`src/rtl/if_fetch_seg_pkg.sv`:
```
// rtl/if_fetch_seg_pkg.sv - Shared fetch-stage types, field positions and reset PC
package if_fetch_seg_pkg;

  localparam logic [31:0] DEFAULT_RESET_PC = 32'h0000_3000;

  // Instruction field bit positions, shared with the control decoder
  localparam int OP_HI   = 31;
  localparam int OP_LO   = 26;
  localparam int RS_HI   = 25;
  localparam int RS_LO   = 21;
  localparam int RT_HI   = 20;
  localparam int RT_LO   = 16;
  localparam int RD_HI   = 15;
  localparam int RD_LO   = 11;
  localparam int SHF_HI  = 10;
  localparam int SHF_LO  = 6;
  localparam int FUNC_HI = 5;
  localparam int FUNC_LO = 0;
  localparam int IMM_HI  = 15;
  localparam int IMM_LO  = 0;
  localparam int TGT_HI  = 25;
  localparam int TGT_LO  = 0;

  typedef enum logic [1:0] {
    ST_RUN  = 2'd0,
    ST_WAIT = 2'd1,
    ST_DROP = 2'd2
  } fetch_state_e;

  typedef struct packed {
    logic [31:0] pc;
    logic [31:0] instr;
  } fetch_entry_t;

endpackage

```
`src/rtl/if_fetch_seg_if.sv`:
```
// rtl/if_fetch_seg_if.sv - Instruction-memory request/response bus
interface if_fetch_seg_if;
  logic        req;
  logic [31:0] addr;
  logic        valid;
  logic [31:0] rdata;

  modport master (output req, output addr, input valid, input rdata);
  modport slave  (input req, input addr, output valid, output rdata);
endinterface

```
`src/rtl/if_fetch_seg_fetch_fifo.sv`:
```
// rtl/if_fetch_seg_fetch_fifo.sv - Fetch buffer with read-through head and synchronous clear
module fetch_fifo
  import if_fetch_seg_pkg::*;
#(
  parameter int DEPTH = 2
) (
  input  logic                         clk,
  input  logic                         rst_n,
  input  logic                         clr,
  input  logic                         push,
  input  fetch_entry_t                 push_data,
  input  logic                         pop,
  output fetch_entry_t                 head_data,
  output logic [$clog2(DEPTH+1)-1:0]   count,
  output logic                         empty
);
  localparam int AW = $clog2(DEPTH);
  localparam int CW = $clog2(DEPTH + 1);

  fetch_entry_t  mem [DEPTH];
  logic [AW-1:0] rd_ptr;
  logic [AW-1:0] wr_ptr;
  logic          do_push;
  logic          do_pop;

  assign empty     = (count == '0);
  assign do_pop    = pop && !empty && !clr;
  // A full buffer still accepts a push when the head leaves on the same edge
  assign do_push   = push && !clr && ((count != CW'(DEPTH)) || do_pop);
  assign head_data = mem[rd_ptr];

  always_ff @(negedge clk or negedge rst_n) begin
    if (!rst_n) begin
      rd_ptr <= '0;
      wr_ptr <= '0;
      count  <= '0;
    end else if (clr) begin
      rd_ptr <= '0;
      wr_ptr <= '0;
      count  <= '0;
    end else begin
      if (do_push) wr_ptr <= wr_ptr + 1'b1;
      if (do_pop)  rd_ptr <= rd_ptr + 1'b1;
      count <= count + CW'(do_push) - CW'(do_pop);
    end
  end

  always_ff @(negedge clk) begin
    if (do_push) mem[wr_ptr] <= push_data;
  end

endmodule

```
`src/rtl/if_fetch_seg.sv`:
```
// rtl/if_fetch_seg.sv - Fetch stage: PC, imem request FSM, IF/ID buffer and field split
module if_fetch_seg
  import if_fetch_seg_pkg::*;
#(
  parameter logic [31:0] RESET_PC   = DEFAULT_RESET_PC,
  parameter int          FIFO_DEPTH = 2
) (
  input  logic           clk,
  input  logic           rst_n,
  if_fetch_seg_if.master imem,
  input  logic           Load_Use,
  input  logic           Branch_fc,
  input  logic           Jump_fc,
  input  logic [31:0]    redirect_pc,
  output logic           inst_valid,
  output logic [31:0]    pc_out,
  output logic [5:0]     op_out,
  output logic [5:0]     func_out,
  output logic [4:0]     rs_out,
  output logic [4:0]     rt_out,
  output logic [4:0]     rd_out,
  output logic [4:0]     shf_out,
  output logic [15:0]    imm16_out,
  output logic [25:0]    target_out
);
  localparam int CW = $clog2(FIFO_DEPTH + 1);

  fetch_state_e  state, state_next;
  logic [31:0]   pc, pc_next;
  logic [31:0]   drop_addr, drop_addr_next;
  logic          flush;
  logic          issue;
  logic          push;
  logic          pop;
  logic [CW-1:0] fifo_count;
  logic [CW-1:0] count_after_pop;
  logic          fifo_empty;
  fetch_entry_t  push_entry;
  fetch_entry_t  head;
  logic [31:0]   head_instr;

  assign flush           = Branch_fc | Jump_fc;
  assign pop             = !fifo_empty && !Load_Use;
  assign count_after_pop = fifo_count - CW'(pop);
  assign push_entry      = {pc, imem.rdata};

  fetch_fifo #(.DEPTH(FIFO_DEPTH)) u_fifo (
    .clk       (clk),
    .rst_n     (rst_n),
    .clr       (flush),
    .push      (push),
    .push_data (push_entry),
    .pop       (pop),
    .head_data (head),
    .count     (fifo_count),
    .empty     (fifo_empty)
  );

  always_ff @(negedge clk or negedge rst_n) begin
    if (!rst_n) begin
      state     <= ST_RUN;
      pc        <= RESET_PC;
      drop_addr <= RESET_PC;
    end else begin
      state     <= state_next;
      pc        <= pc_next;
      drop_addr <= drop_addr_next;
    end
  end

  always_comb begin
    state_next     = state;
    pc_next        = pc;
    drop_addr_next = drop_addr;
    issue          = 1'b0;
    push           = 1'b0;
    case (state)
      ST_RUN: begin
        issue = (count_after_pop < CW'(FIFO_DEPTH));
        if (issue) begin
          if (imem.valid) begin
            if (!flush) begin
              push    = 1'b1;
              pc_next = pc + 32'd4;
            end
          end else begin
            // A request already on the bus must run to completion even if redirected
            state_next = flush ? ST_DROP : ST_WAIT;
          end
        end
      end
      ST_WAIT: begin
        issue = 1'b1;
        if (imem.valid) begin
          state_next = ST_RUN;
          if (!flush) begin
            push    = 1'b1;
            pc_next = pc + 32'd4;
          end
        end else if (flush) begin
          state_next = ST_DROP;
        end
      end
      ST_DROP: begin
        issue = 1'b1;
        if (imem.valid) state_next = ST_RUN;
      end
      default: state_next = ST_RUN;
    endcase
    if (flush) pc_next = redirect_pc;
    if (state != ST_DROP && state_next == ST_DROP) drop_addr_next = pc;
  end

  assign imem.req  = issue & rst_n;
  assign imem.addr = (state == ST_DROP) ? drop_addr : pc;

  assign inst_valid = !fifo_empty;
  assign head_instr = fifo_empty ? '0 : head.instr;
  assign pc_out     = fifo_empty ? '0 : head.pc + 32'd4;
  assign op_out     = head_instr[OP_HI:OP_LO];
  assign rs_out     = head_instr[RS_HI:RS_LO];
  assign rt_out     = head_instr[RT_HI:RT_LO];
  assign rd_out     = head_instr[RD_HI:RD_LO];
  assign shf_out    = head_instr[SHF_HI:SHF_LO];
  assign func_out   = head_instr[FUNC_HI:FUNC_LO];
  assign imm16_out  = head_instr[IMM_HI:IMM_LO];
  assign target_out = head_instr[TGT_HI:TGT_LO];

endmodule

```
`src/flat_wrapper.sv`:
```
// flat-port wrapper written by rule: the top's interface ports become plain ports
module if_fetch_seg_flat import if_fetch_seg_pkg::*;
#(
  parameter logic [31:0] RESET_PC   = DEFAULT_RESET_PC,
  parameter int          FIFO_DEPTH = 2
)
  (clk, rst_n, Load_Use, Branch_fc, Jump_fc, redirect_pc, inst_valid, pc_out, op_out, func_out, rs_out, rt_out, rd_out, shf_out, imm16_out, target_out, imem_req, imem_addr, imem_valid, imem_rdata);
  if_fetch_seg_if imem_i ();
  input  logic clk;
  input  logic rst_n;
  input  logic Load_Use;
  input  logic Branch_fc;
  input  logic Jump_fc;
  input  logic [31:0] redirect_pc;
  output logic inst_valid;
  output logic [31:0] pc_out;
  output logic [5:0] op_out;
  output logic [5:0] func_out;
  output logic [4:0] rs_out;
  output logic [4:0] rt_out;
  output logic [4:0] rd_out;
  output logic [4:0] shf_out;
  output logic [15:0] imm16_out;
  output logic [25:0] target_out;
  output wire logic [$bits(imem_i.req)-1:0] imem_req;
  output wire logic [$bits(imem_i.addr)-1:0] imem_addr;
  input wire logic [$bits(imem_i.valid)-1:0] imem_valid;
  input wire logic [$bits(imem_i.rdata)-1:0] imem_rdata;
  assign imem_req = imem_i.req;
  assign imem_addr = imem_i.addr;
  assign imem_i.valid = imem_valid;
  assign imem_i.rdata = imem_rdata;
  if_fetch_seg #(.RESET_PC(RESET_PC), .FIFO_DEPTH(FIFO_DEPTH)) u_core (.clk(clk), .rst_n(rst_n), .imem(imem_i), .Load_Use(Load_Use), .Branch_fc(Branch_fc), .Jump_fc(Jump_fc), .redirect_pc(redirect_pc), .inst_valid(inst_valid), .pc_out(pc_out), .op_out(op_out), .func_out(func_out), .rs_out(rs_out), .rt_out(rt_out), .rd_out(rd_out), .shf_out(shf_out), .imm16_out(imm16_out), .target_out(target_out));
endmodule
```
`config.mk`:
```
export PLATFORM = sky130hd
export DESIGN_NAME = if_fetch_seg_flat
export DESIGN_NICKNAME = d
export VERILOG_FILES = /design/src/rtl/if_fetch_seg_pkg.sv /design/src/rtl/if_fetch_seg_if.sv /design/src/rtl/if_fetch_seg_fetch_fifo.sv /design/src/rtl/if_fetch_seg.sv /design/src/flat_wrapper.sv
export SDC_FILE = /design/constraint.sdc
export NUM_CORES = 1
export LEC_CHECK = 0
export ABC_CLOCK_PERIOD_IN_PS = 6250
export CORE_ASPECT_RATIO = 0.6
export CORE_UTILIZATION = 40
export CTS_BUF_LIST = sky130_fd_sc_hd__clkbuf_4 sky130_fd_sc_hd__clkbuf_8
export DETAILED_ROUTE_END_ITERATION = 8
export PLACE_DENSITY = 0.65
export SLEW_MARGIN = 20
export SYNTH_ARGS = -nofsm -noshare
export SYNTH_HDL_FRONTEND = slang
export SYNTH_SLANG_ARGS = --single-unit
```
`constraint.sdc`:
```
create_clock -name clk -period 6.25 [get_ports clk]
set_clock_uncertainty 0.2 [all_clocks]
set_input_delay 1.875 -clock clk [delete_from_list [all_inputs] [get_ports clk]]
set_output_delay 1.875 -clock clk [all_outputs]
set_load 0.005 [all_outputs]
```
# Word level (Yosys, flattened, before mapping)
# Memory sizes are Yosys's and may differ from the RTL's.
# Cells that the tools add are included.
[totals] reg_bits=70 inputBits=70 mem_bits_ro=0 mem_bits_rw=128 latch_bits=0 output_inout_bits=140 word_cells=66 memories=1
[memory_table] memory="u_core.u_fifo.mem" words=2 word_bits=64 read_ports=1 rd_clocked_by_memory_dff=0 wr=1 line="if_fetch_seg_fetch_fifo.sv:20" text="fetch_entry_t mem [DEPTH];"
[op_classes] n_reduce_logical=17 div=0 n_lt_le_gt_ge=1 shift=0 muxes=26 n_addsub=7 mul=0 bitwise_logic=2 eq_ne=6
[op_table] op="$mux 32" n=6
[op_table] op="$add 32x3->32 const B" n=2
[op_table] op="$pmux 32 s2" n=1
[op_table] op="$mux 2" n=7
[op_table] op="$mux 1" n=9
[op_table] op="$logic_and 1x1->1" n=6
[op_table] op="$pmux 2 s3" n=1
[op_table] op="$eq 2x2->1 const B" n=2
[op_table] op="$logic_not 2->1" n=2
[op_table] op="$ne 2x2->1 const B" n=2
[op_table] op="$pmux 1 s2" n=2
[op_table] op="$reduce_bool 2->1" n=2
[op_table] op="$sub 2x1->2" n=2
[op_table] op="$logic_not 1->1" n=3
[op_table] op="$ne 3x1->1 const B" n=1
[op_table] op="$reduce_bool 3->1" n=1
[op_table] op="$add 1x1->1 const B" n=2
[op_table] op="$add 2x1->2" n=1
[op_table] op="$eq 2x1->1 const B" n=1
[op_table] op="$lt 2x2->1 const B" n=1
[op_table] op="$reduce_and 2->1" n=1
[op_table] op="$reduce_or 2->1" n=1
[op_table] op="$and 1x1->1" n=1
[op_table] op="$logic_or 1x1->1" n=1
[op_table] op="$or 1x1->1" n=1

# Longest topological paths before layout
# Gate-level depths: netlist of run 1.
[logic_depth] depth_word=12 ltp_mapped=12

# Cells and area by module
# A second synthesis of run 1 with hierarchy kept.
[hier_totals] hier_cells=784 hier_area_um2=9860.7
[by_module_without_submodules] module="if_fetch_seg" cells_each=561 area_per_inst_um2=5024.8 n_inst=1 seq_area_each_um2=1656.6
[by_module_without_submodules] module="fetch_fifo" cells_each=223 area_per_inst_um2=4835.9 n_inst=1 seq_area_each_um2=3943.8

==> results.ini, run 1 <==
[setup_path]
worstPathArrival_ns = 5.80
critPathLaunchType = flop
regToRegStartpoint = u_core.state[1]
crit_path_end_kind = output pin
ff2ff_setup_slack_ns = 3.15
crit_path_end = pc_out[31]
cp-startpoint = u_core.u_fifo.rd_ptr
r2r_cells = 10
timing.rr.end = u_core.drop_addr[8]
critPathKind = flop to output pin
required_ns = 4.18
cp_max_fo = 7

[global_route]
grt_usage = 0.272
grt_pass1_wl_um = 50700
grt_antenna_before_repair = 0
grt_overflow_total = 0
grt_pass1_vias = 8586
grt_start_max_net_pins = 66

[run]
drv_cap = 0

[min_path]
hp-class = flop to flop

[cts]
cts_hold_buf = 0
htree_levels = 4
cts_root_buffer = clkbuf_8
cts_buffers = 17
cts.sinks = 198
clock_latency_ns = 0.50
clk_pin_slew_ns = 0.07
clockBufferDepth = 2
cts_tree = built

[route]
wl_per_cell_um = 20.4
vias = 8952
routed_wl_um = 35000
drc = 0
drtPass1Iterations = 5
vias_per_cell = 5.21
detail-route-antenna-nets = 0
drt_iter0_drc = 636

[cells_and_area]
layout.cells.non_filler = 1717
final_layout_size_suffix_gt1_frac = 0.438
fin_nets = 1461
antennaDiodeCount = 0
area_delta_synth_final_pct = 71.0
layout_commonest_cell = buf_4
layout_common_cells = buf_4, inv_1, edfxtp_1

[yosys]
syn-num-nets = 888
syn_inst = 810
avgSynthCellArea_sq_um = 12.2
async_flop_share = 0.354
yosys_warnings = 0
ys.flop_type = edfxtp_1
synth-edff-count = 128
ys_seq_area_frac = 0.565
synth.ff_latch_count = 198
synth_area_sq_um = 9920
yosysUniqueCellTypes = 60

[sta]
fin_ws_ns = -1.63
hold_viol = 0
relSlewSlack = 0.198
finalMaxSlewViolations = 0
rsz0062_at_grt = true
setup_violations = 330
worst_slew_pin_slew_ns = 1.20

[floorplanning]
die-area_sq_um = 25400
coreArea_sq_um = 24300
ios = 210
start_util = 0.408
fp-row-count = 44
fp.dieW_um = 205
fp.dieH_um = 124

[place]
pre_cts_slack_ns = -1.59
port_buffers = 209
dp.cells = 1424
gp_congestion = 0.954
hpwl_um = 20200

[power]
power_density_nw_per_um2 = 278
p_total_w = 0.00472
irDropWorstVdd_mv = 0.175
p_leak_nw = 7.63

[status]
outcome = complete, but fails checks
violations = setup timing

[where the power goes]
| part | total [W] | internal (W) | switching, W |
|---|---|---|---|
| Sequential | 0.00169 | 0.00159 | 0.000103 |
| Combinational | 0.00184 | 0.00112 | 0.000719 |
| Clock | 0.00119 | 0.000442 | 0.000746 |
[layer usage]
layer	routed length, um	GRT usage
met3	2890	0.0641
met5	0	0
met2	15600	0.403
met4	419	0.0699
met1	16000	0.399
[synth_stat cells (4+ instances only)]
master	n	share of area
and2_1	8	0.0050
nand2b_1	4	0.0025
nand3b_1	5	0.0038
dfrtn_1	66	0.17
nor2_1	62	0.023
mux2_2	36	0.041
inv_1	12	0.0045
nor2b_1	4	0.0025
xor2_1	7	0.0062
mux2_4	30	0.045
xnor2_1	37	0.033
a21oi_1	12	0.0061
nand2_1	75	0.028
and4_1	5	0.0044
clkbuf_1	17	0.0064
nor4_1	11	0.0069
dfstp_2	4	0.011
ha_1	8	0.010
nand4_1	14	0.0088
mux2i_1	55	0.056
nor3_1	22	0.011
nor3b_1	5	0.0038
buf_2	10	0.0050
and3_1	8	0.0050
o21ai_0	42	0.021
nand3_1	26	0.013
edfxtp_1	128	0.39
buf_4	43	0.033
[cell type report]
cell class,instances,area [sq um]
Clock inverter,146,651
Timing Repair Buffer,499,5170
Sequential cell,198,5600
Fill cell,1707,7320
Clock buffer,17,234
Tap cell,322,403
Multi-Input combinational cell,524,4850
Inverter,11,46.3
[kinds of logic after synthesis]
| group | synth area share |
|---|---|
| adders and majority gates | 0.0101 |
| xor gates and xnor gates | 0.0389 |
| DFF | 0.565 |
| and+or+nand+nor | 0.132 |
| buffers and inverters | 0.0565 |
| muxes | 0.144 |
| AOI/OAI and AO/OA | 0.0537 |
[critical path, cell delays in order (launching register included)]
cell and delay [ns]:
dfrtn_1 0.38, buf_12 0.15, buf_6 0.13, nand3b_1 0.18
a222oi_1 0.32, buf_4 0.20, nand4_4 0.10, or4_1 0.51
and3_4 0.18, buf_6 0.11
[registers in the layout, indices dropped and copies added, names as in the netlist]
signal,flops
u_core.u_fifo.wr_ptr,1
u_core.u_fifo.rd_ptr,1
u_core.u_fifo.mem,128
u_core.state,2
u_core.u_fifo.count,2
u_core.drop_addr,32
u_core.pc,32
[stage by stage]
stage	util	hold WS (ns)	TNS (ns)	instance area [sq um]
after floorplan	-	0.236	-201.92	10300
after global placement	0.556	0.251	-309.09	13500
after detailed placement	0.556	0.250	-316.22	13500
after CTS	0.683	0.262	-190.19	16600
after global routing	0.699	0.275	-212.36	17000
final	0.699	0.262	-193.30	17000
[timing repair]
item / CTS / global route
cloned: 25 / 3
gates resized for setup: 582 / 100
setup buffers: 99 / 32
pin swaps: 74 / 57
endpoints found under the setup margin: 337 / 329
[how the worst min path moves through the flow]
stage / startpoint / end / slack, ns / cells past startpoint
floorplan: u_core.drop_addr[23] / u_core.drop_addr[23] / 0.24 / 1
global placement: u_core.drop_addr[4] / u_core.drop_addr[4] / 0.25 / 1
detailed placement: u_core.drop_addr[15] / u_core.drop_addr[15] / 0.25 / 1
CTS: u_core.drop_addr[19] / u_core.drop_addr[19] / 0.26 / 1
global route: u_core.drop_addr[15] / u_core.drop_addr[15] / 0.27 / 1
finish: u_core.drop_addr[29] / u_core.drop_addr[29] / 0.26 / 1
(Power assumes the default switching activity.)
==> run 2: changes to the inputs <==
PLACE_DENSITY = 0.73   (was 0.65)
SKIP_LAST_GASP = 1   (was unset)
==> run 2 against run 1 <==
The run still ends with setup timing left. Combinational power is 18% lower. Critical path depth is 3 higher. Sequential cell count stayed put. Register-to-register slack worse by 0.14 ns. Total power is 5.4% lower. Routed wire length is 3.3% lower. First-iteration DRC count is 19% higher. Via count is 0.31% lower. Count of clock-buffer cells in the layout stayed put. Critical path type unchanged.
==> results.ini, run 2 (synthesis gave the netlist of run 1 again) <==
[status]
outcome = complete, but fails checks
violations = setup timing

[setup_path]
ff2ff_setup_slack_ns = 3.01
crit_path_end_kind = output pin
crit_family = buffers and inverters
max_stage_delay_ns = 0.48
critPathKind = flop to output pin
path_depth = 12
cp_max_fo = 5
cp-startpoint = u_core.u_fifo.rd_ptr
critPathSlowestCell = or4b_4
crit_buf_inv = 7
cp_common_cell = buf_6
timing.rr.end = u_core.drop_addr[6]
crit_path_end = pc_out[24]
critPathLaunchType = flop
required_ns = 4.18
regToRegStartpoint = u_core.state[1]
worstPathArrival_ns = 6.02
r2r_cells = 11
path_cells = buf_6 -> buf_6 -> buf_6 -> nand3b_1 -> buf_4 -> a22oi_2 -> nand4_1 -> buf_6 -> buf_6 -> or4b_4 -> o21ai_2 -> buf_2

[global_route]
grt_antenna_before_repair = 0
grt_pass1_wl_um = 43600
grt_start_max_net_pins = 66
grt_busiest_layer = met1
grt_util_met1 = 0.334
grt_pass1_vias = 7948
groute.layer.met3.usage = 0.0644
grt_usage = 0.229
grt_overflow_total = 0
use_met2 = 0.332

[route]
vias = 8924
drt_iter0_drc = 759
drtPass1Iterations = 5
wl_per_cell_um = 19.9
routed_wl_um = 33800
detail-route-antenna-nets = 0
drc = 0
vias_per_cell = 5.26

[floorplanning]
fp-row-count = 44
fp.dieW_um = 205
ios = 210
coreArea_sq_um = 24300
fp.dieH_um = 124
start_util = 0.408
die-area_sq_um = 25400

[cts]
clockBufferDepth = 2
cts.sinks = 198
cts_root_buffer = clkbuf_8
cts_tree = built
clock_latency_ns = 0.48
cts_buffers = 17
htree_levels = 4
clk_pin_slew_ns = 0.07

[sta]
relSlewSlack = 0.283
fin_ws_ns = -1.85
rsz0062_at_grt = true
hold_viol = 0
setup_violations = 291
worst_slew_pin_slew_ns = 1.07
finalMaxSlewViolations = 0

[cells_and_area]
largest_reg_flops = 128
largest_register = u_core.u_fifo.mem
final_layout_size_suffix_gt1_frac = 0.430
layout_commonest_cell = buf_4
layout_common_cells = buf_4, inv_1, edfxtp_1
antennaDiodeCount = 0
area_delta_synth_final_pct = 64.5
regArea_sq_um = 5600
fin_util = 0.672
fillers = 1733
fin_nets = 1441
top_regs = u_core.u_fifo.mem x128, u_core.drop_addr x32, u_core.pc x32
multi_input_area_sq_um = 4740
design_area_sq_um = 16300

[place]
post_dp_cell_area_sq_um = 13400
pre_cts_slack_ns = -1.69
port_buffers = 209
gp_congestion = 0.927
hpwl_um = 20100

[power]
power_density_nw_per_um2 = 274
p_leak_nw = 8.06
irDropWorstVdd_mv = 0.145

[run]
drv_cap = 0

[min_path]
hp-class = flop to flop

## run 2: cell count changes in the layout (fill, tap and decap cells not counted), moves of 10 or more
cell             change
buf_12              -10
buf_16              -15
buf_4               +36
buf_6               -54
buf_8               -13
clkbuf_2            +26
clkdlybuf4s50_1     -27
dlygate4sd2_1       -26
dlymetal6s2s_1      +61
mux2_2              +13
mux2_4              -13
## run 2: worst min path at each step
stage                    startpoint                    to  depth (start not counted)
2_1_floorplan  u_core.drop_addr[23]  u_core.drop_addr[23]                          1
3_3_place_gp   u_core.drop_addr[28]  u_core.drop_addr[28]                          1
3_5_place_dp   u_core.drop_addr[20]  u_core.drop_addr[20]                          1
4_1_cts        u_core.drop_addr[28]  u_core.drop_addr[28]                          1
5_1_grt        u_core.drop_addr[31]  u_core.drop_addr[31]                          1
6_report       u_core.drop_addr[14]  u_core.drop_addr[14]                          1
## run 2: where the power goes
part	internal [W]	switching, W	total, W
combinational	0.000893	0.000617	0.00151
clock	0.000490	0.000778	0.00127
sequential	0.00159	0.0000985	0.00169
## run 2: cell type report
type | instances | share of cell area
multi-input combinational | 524 | 0.291
timing repair buffer | 479 | 0.281
clock buffer | 17 | 0.0143
inverter | 11 | 0.00284
clock inverter | 147 | 0.0429
tap | 322 | 0.0247
sequential | 198 | 0.343
## run 2: timing repair
action / CTS / global route
gates resized for setup: 172 / 330
buffers inserted: 30 / 87
cloned: 2 / 12
endpoints found under the setup margin: 334 / 335
hold buffers: 0 / 0
pin swaps: 44 / 79
## run 2: per-layer routing
layer	up-vias	wire length, um
met4	0	449
met2	477	15500
met1	4371	14900
met5	-	0
met3	46	2960
li1	4030	-
## run 2: worst reg2reg max path, delay by kind of cell, from the launching register on
| kind | cells | cell delay [ns] |
|---|---|---|
| muxes | 1 | 0.30 |
| DFF | 1 | 0.40 |
| and+or+nand+nor | 1 | 0.57 |
| buffers and inverters | 6 | 0.77 |
| adders and majority gates | 1 | 0.28 |
| AOI/OAI and AO/OA | 2 | 0.56 |
## run 2: through the flow
step / hold WS (ns) / TNS [ns] / total power, W / std cells
floorplan: 0.236 / -201.92 / 0.00255 / 810
global placement: 0.253 / -320.56 / 0.00298 / 1420
detailed placement: 0.251 / -330.05 / 0.00300 / 1420
CTS: 0.258 / -275.68 / 0.00413 / 1610
global route: 0.272 / -198.25 / 0.00468 / 1698
finish: 0.255 / -185.63 / 0.00447 / 1698
==> run 3: changes to the inputs <==
CORE_MARGIN = 10   (was unset)
==> run 3 against run 2 <==
Setup slack better by 0.022 ns. Via count is 2.9% lower. Non-clock buffer count is 21 lower. Critical path type unchanged. Utilization is 1.6 points lower. Worst hold slack better by 0.0055 ns. First-iteration DRC count is 11% lower. Sequential share of layout area is 0.83 points higher. Highest routed layer unchanged. Combinational power is 8% higher. Clock power is 3% lower. Cell area is 2.4% lower. Total power is 1.9% higher. The flow still finishes with violations (setup timing).
==> results.ini, run 3 (synthesis gave the netlist of run 1 again) <==
[status]
outcome = complete, but fails checks
violations = setup timing

[cts]
clockBufferDepth = 2
clk_pin_slew_ns = 0.08
clock_latency_ns = 0.51
cts_buffers = 17
cts_tree = built
cts.sinks = 198
cts_root_buffer = clkbuf_8
htree_levels = 4
cts_hold_buf = 0

[route]
drt_iter0_drc = 674
wl_per_cell_um = 20.6
detail-route-antenna-nets = 0
vias = 8665
drtPass1Iterations = 5
routed_wl_um = 34600
drc = 0
vias_per_cell = 5.17

[floorplanning]
fp.dieW_um = 223
ios = 210
start_util = 0.408
coreArea_sq_um = 24300
fp-row-count = 44
fp.dieH_um = 142
die-area_sq_um = 31700

[sta]
fin_ws_ns = -1.83
worst_slew_pin_slew_ns = 0.879
hold_viol = 0
finalMaxSlewViolations = 0
hold_ws_ns = 0.261
setup_violations = 315
relSlewSlack = 0.413
fin_tns_setup_ns = -195.18
rsz0062_at_grt = true

[power]
power_frac_comb = 0.359
swShare = 0.341
intPower_w = 0.00300
p_clk_frac = 0.270
power_switching_w = 0.00155
p_leak_nw = 7.42
power_density_nw_per_um2 = 286
seqPwrFrac = 0.371
irDropWorstVdd_mv = 0.161

[setup_path]
critPathKind = flop to output pin
crit_path_end_kind = output pin
required_ns = 4.18
worstPathArrival_ns = 6.00
critPathLaunchType = flop
cp_max_fo = 6

[cells_and_area]
fillers = 1771
fin_nets = 1420
antennaDiodeCount = 0
layout_common_cells = buf_4, inv_1, edfxtp_1
area_delta_synth_final_pct = 60.6
final_layout_size_suffix_gt1_frac = 0.406
largest_reg_flops = 128
fin_util = 0.656
largest_register = u_core.u_fifo.mem
layout.cells.non_filler = 1677
layout_commonest_cell = buf_4
top_regs = u_core.u_fifo.mem x128, u_core.drop_addr x32, u_core.pc x32

[place]
hpwl_um = 21900
gp_congestion = 0.914
dp.cells = 1425
port_buffers = 209

[global_route]
grt_overflow_total = 0
grt_usage = 0.208
grt_pass1_wl_um = 51300
grt_pass1_vias = 8817
grt_antenna_before_repair = 0
grt_start_max_net_pins = 70

[run]
drv_cap = 0

[min_path]
hp-class = flop to flop

-- run 3: path summary, 6_finish.rpt --
| kind | from | to | depth (start not counted) | slack (ns) |
|---|---|---|---|---|
| worst max-delay path | u_core.u_fifo.rd_ptr | pc_out[24] | 8 | -1.83 |
| worst min-delay path | u_core.drop_addr[19] | u_core.drop_addr[19] | 1 | 0.26 |
| worst max register to register | u_core.state[1] | u_core.drop_addr[22] | 12 | 2.91 |
| worst min register to register | u_core.drop_addr[19] | u_core.drop_addr[19] | 1 | 0.26 |
| max in group asynchronous | rst_n | u_core.drop_addr[13] | 2 | 1.13 |
| min in group asynchronous | rst_n | u_core.pc[14] | 1 | 4.03 |
-- run 3: power by group through the flow --
| stage | Clock (W) | Combinational [W] | Sequential [W] |
|---|---|---|---|
| detailed placement | 0.000126 | 0.00120 | 0.00169 |
| CTS | 0.00123 | 0.00164 | 0.00168 |
| floorplan | 0.000126 | 0.000736 | 0.00168 |
| global placement | 0.000126 | 0.00118 | 0.00169 |
| finish | 0.00123 | 0.00163 | 0.00169 |
| global route | 0.00138 | 0.00172 | 0.00170 |
-- run 3: worst max-delay path, stage by stage (launching register included) --
cell and delay [ns]:
dfrtn_1 0.58, mux2_4 0.25, ha_4 0.15, nand4_1 0.16, a22oi_2 0.25, nand4_1 0.23, or4b_1 0.55, o21ai_1 0.09
buf_2 0.17
-- run 3: stage by stage --
step | cell area [sq um] | total power [W] | setup WS, ns
6_report | 15900 | 0.00455 | -1.83
5_1_grt | 15900 | 0.00480 | -1.90
4_1_cts | 15500 | 0.00455 | -1.71
3_5_place_dp | 13400 | 0.00302 | -1.73
3_3_place_gp | 13400 | 0.00300 | -1.63
2_1_floorplan | 10300 | 0.00255 | -1.38
-- run 3: repair_timing --
action                                  in CTS  in global routing
endpoints found under the setup margin     336                326
gates cloned                                 8                  2
gates resized for setup                    475                126
pin swaps                                   58                 35
setup buffers                               70                 21
-- run 3: routing by layer --
metal,global-route usage,wire length [um]
met4,0.0510,495
met3,0.0704,3090
met5,0,0
met2,0.321,15500
met1,0.277,15500
-- run 3: layout make-up --
type	count	area (sq um)	area share
well taps	322	403	0.0253
clock inverters	147	689	0.0433
clock buffers	17	234	0.0147
repair buffers	458	4370	0.274
multi-input cells	524	4590	0.288
inverters	11	43.8	0.00275
flip-flops and latches	198	5600	0.352
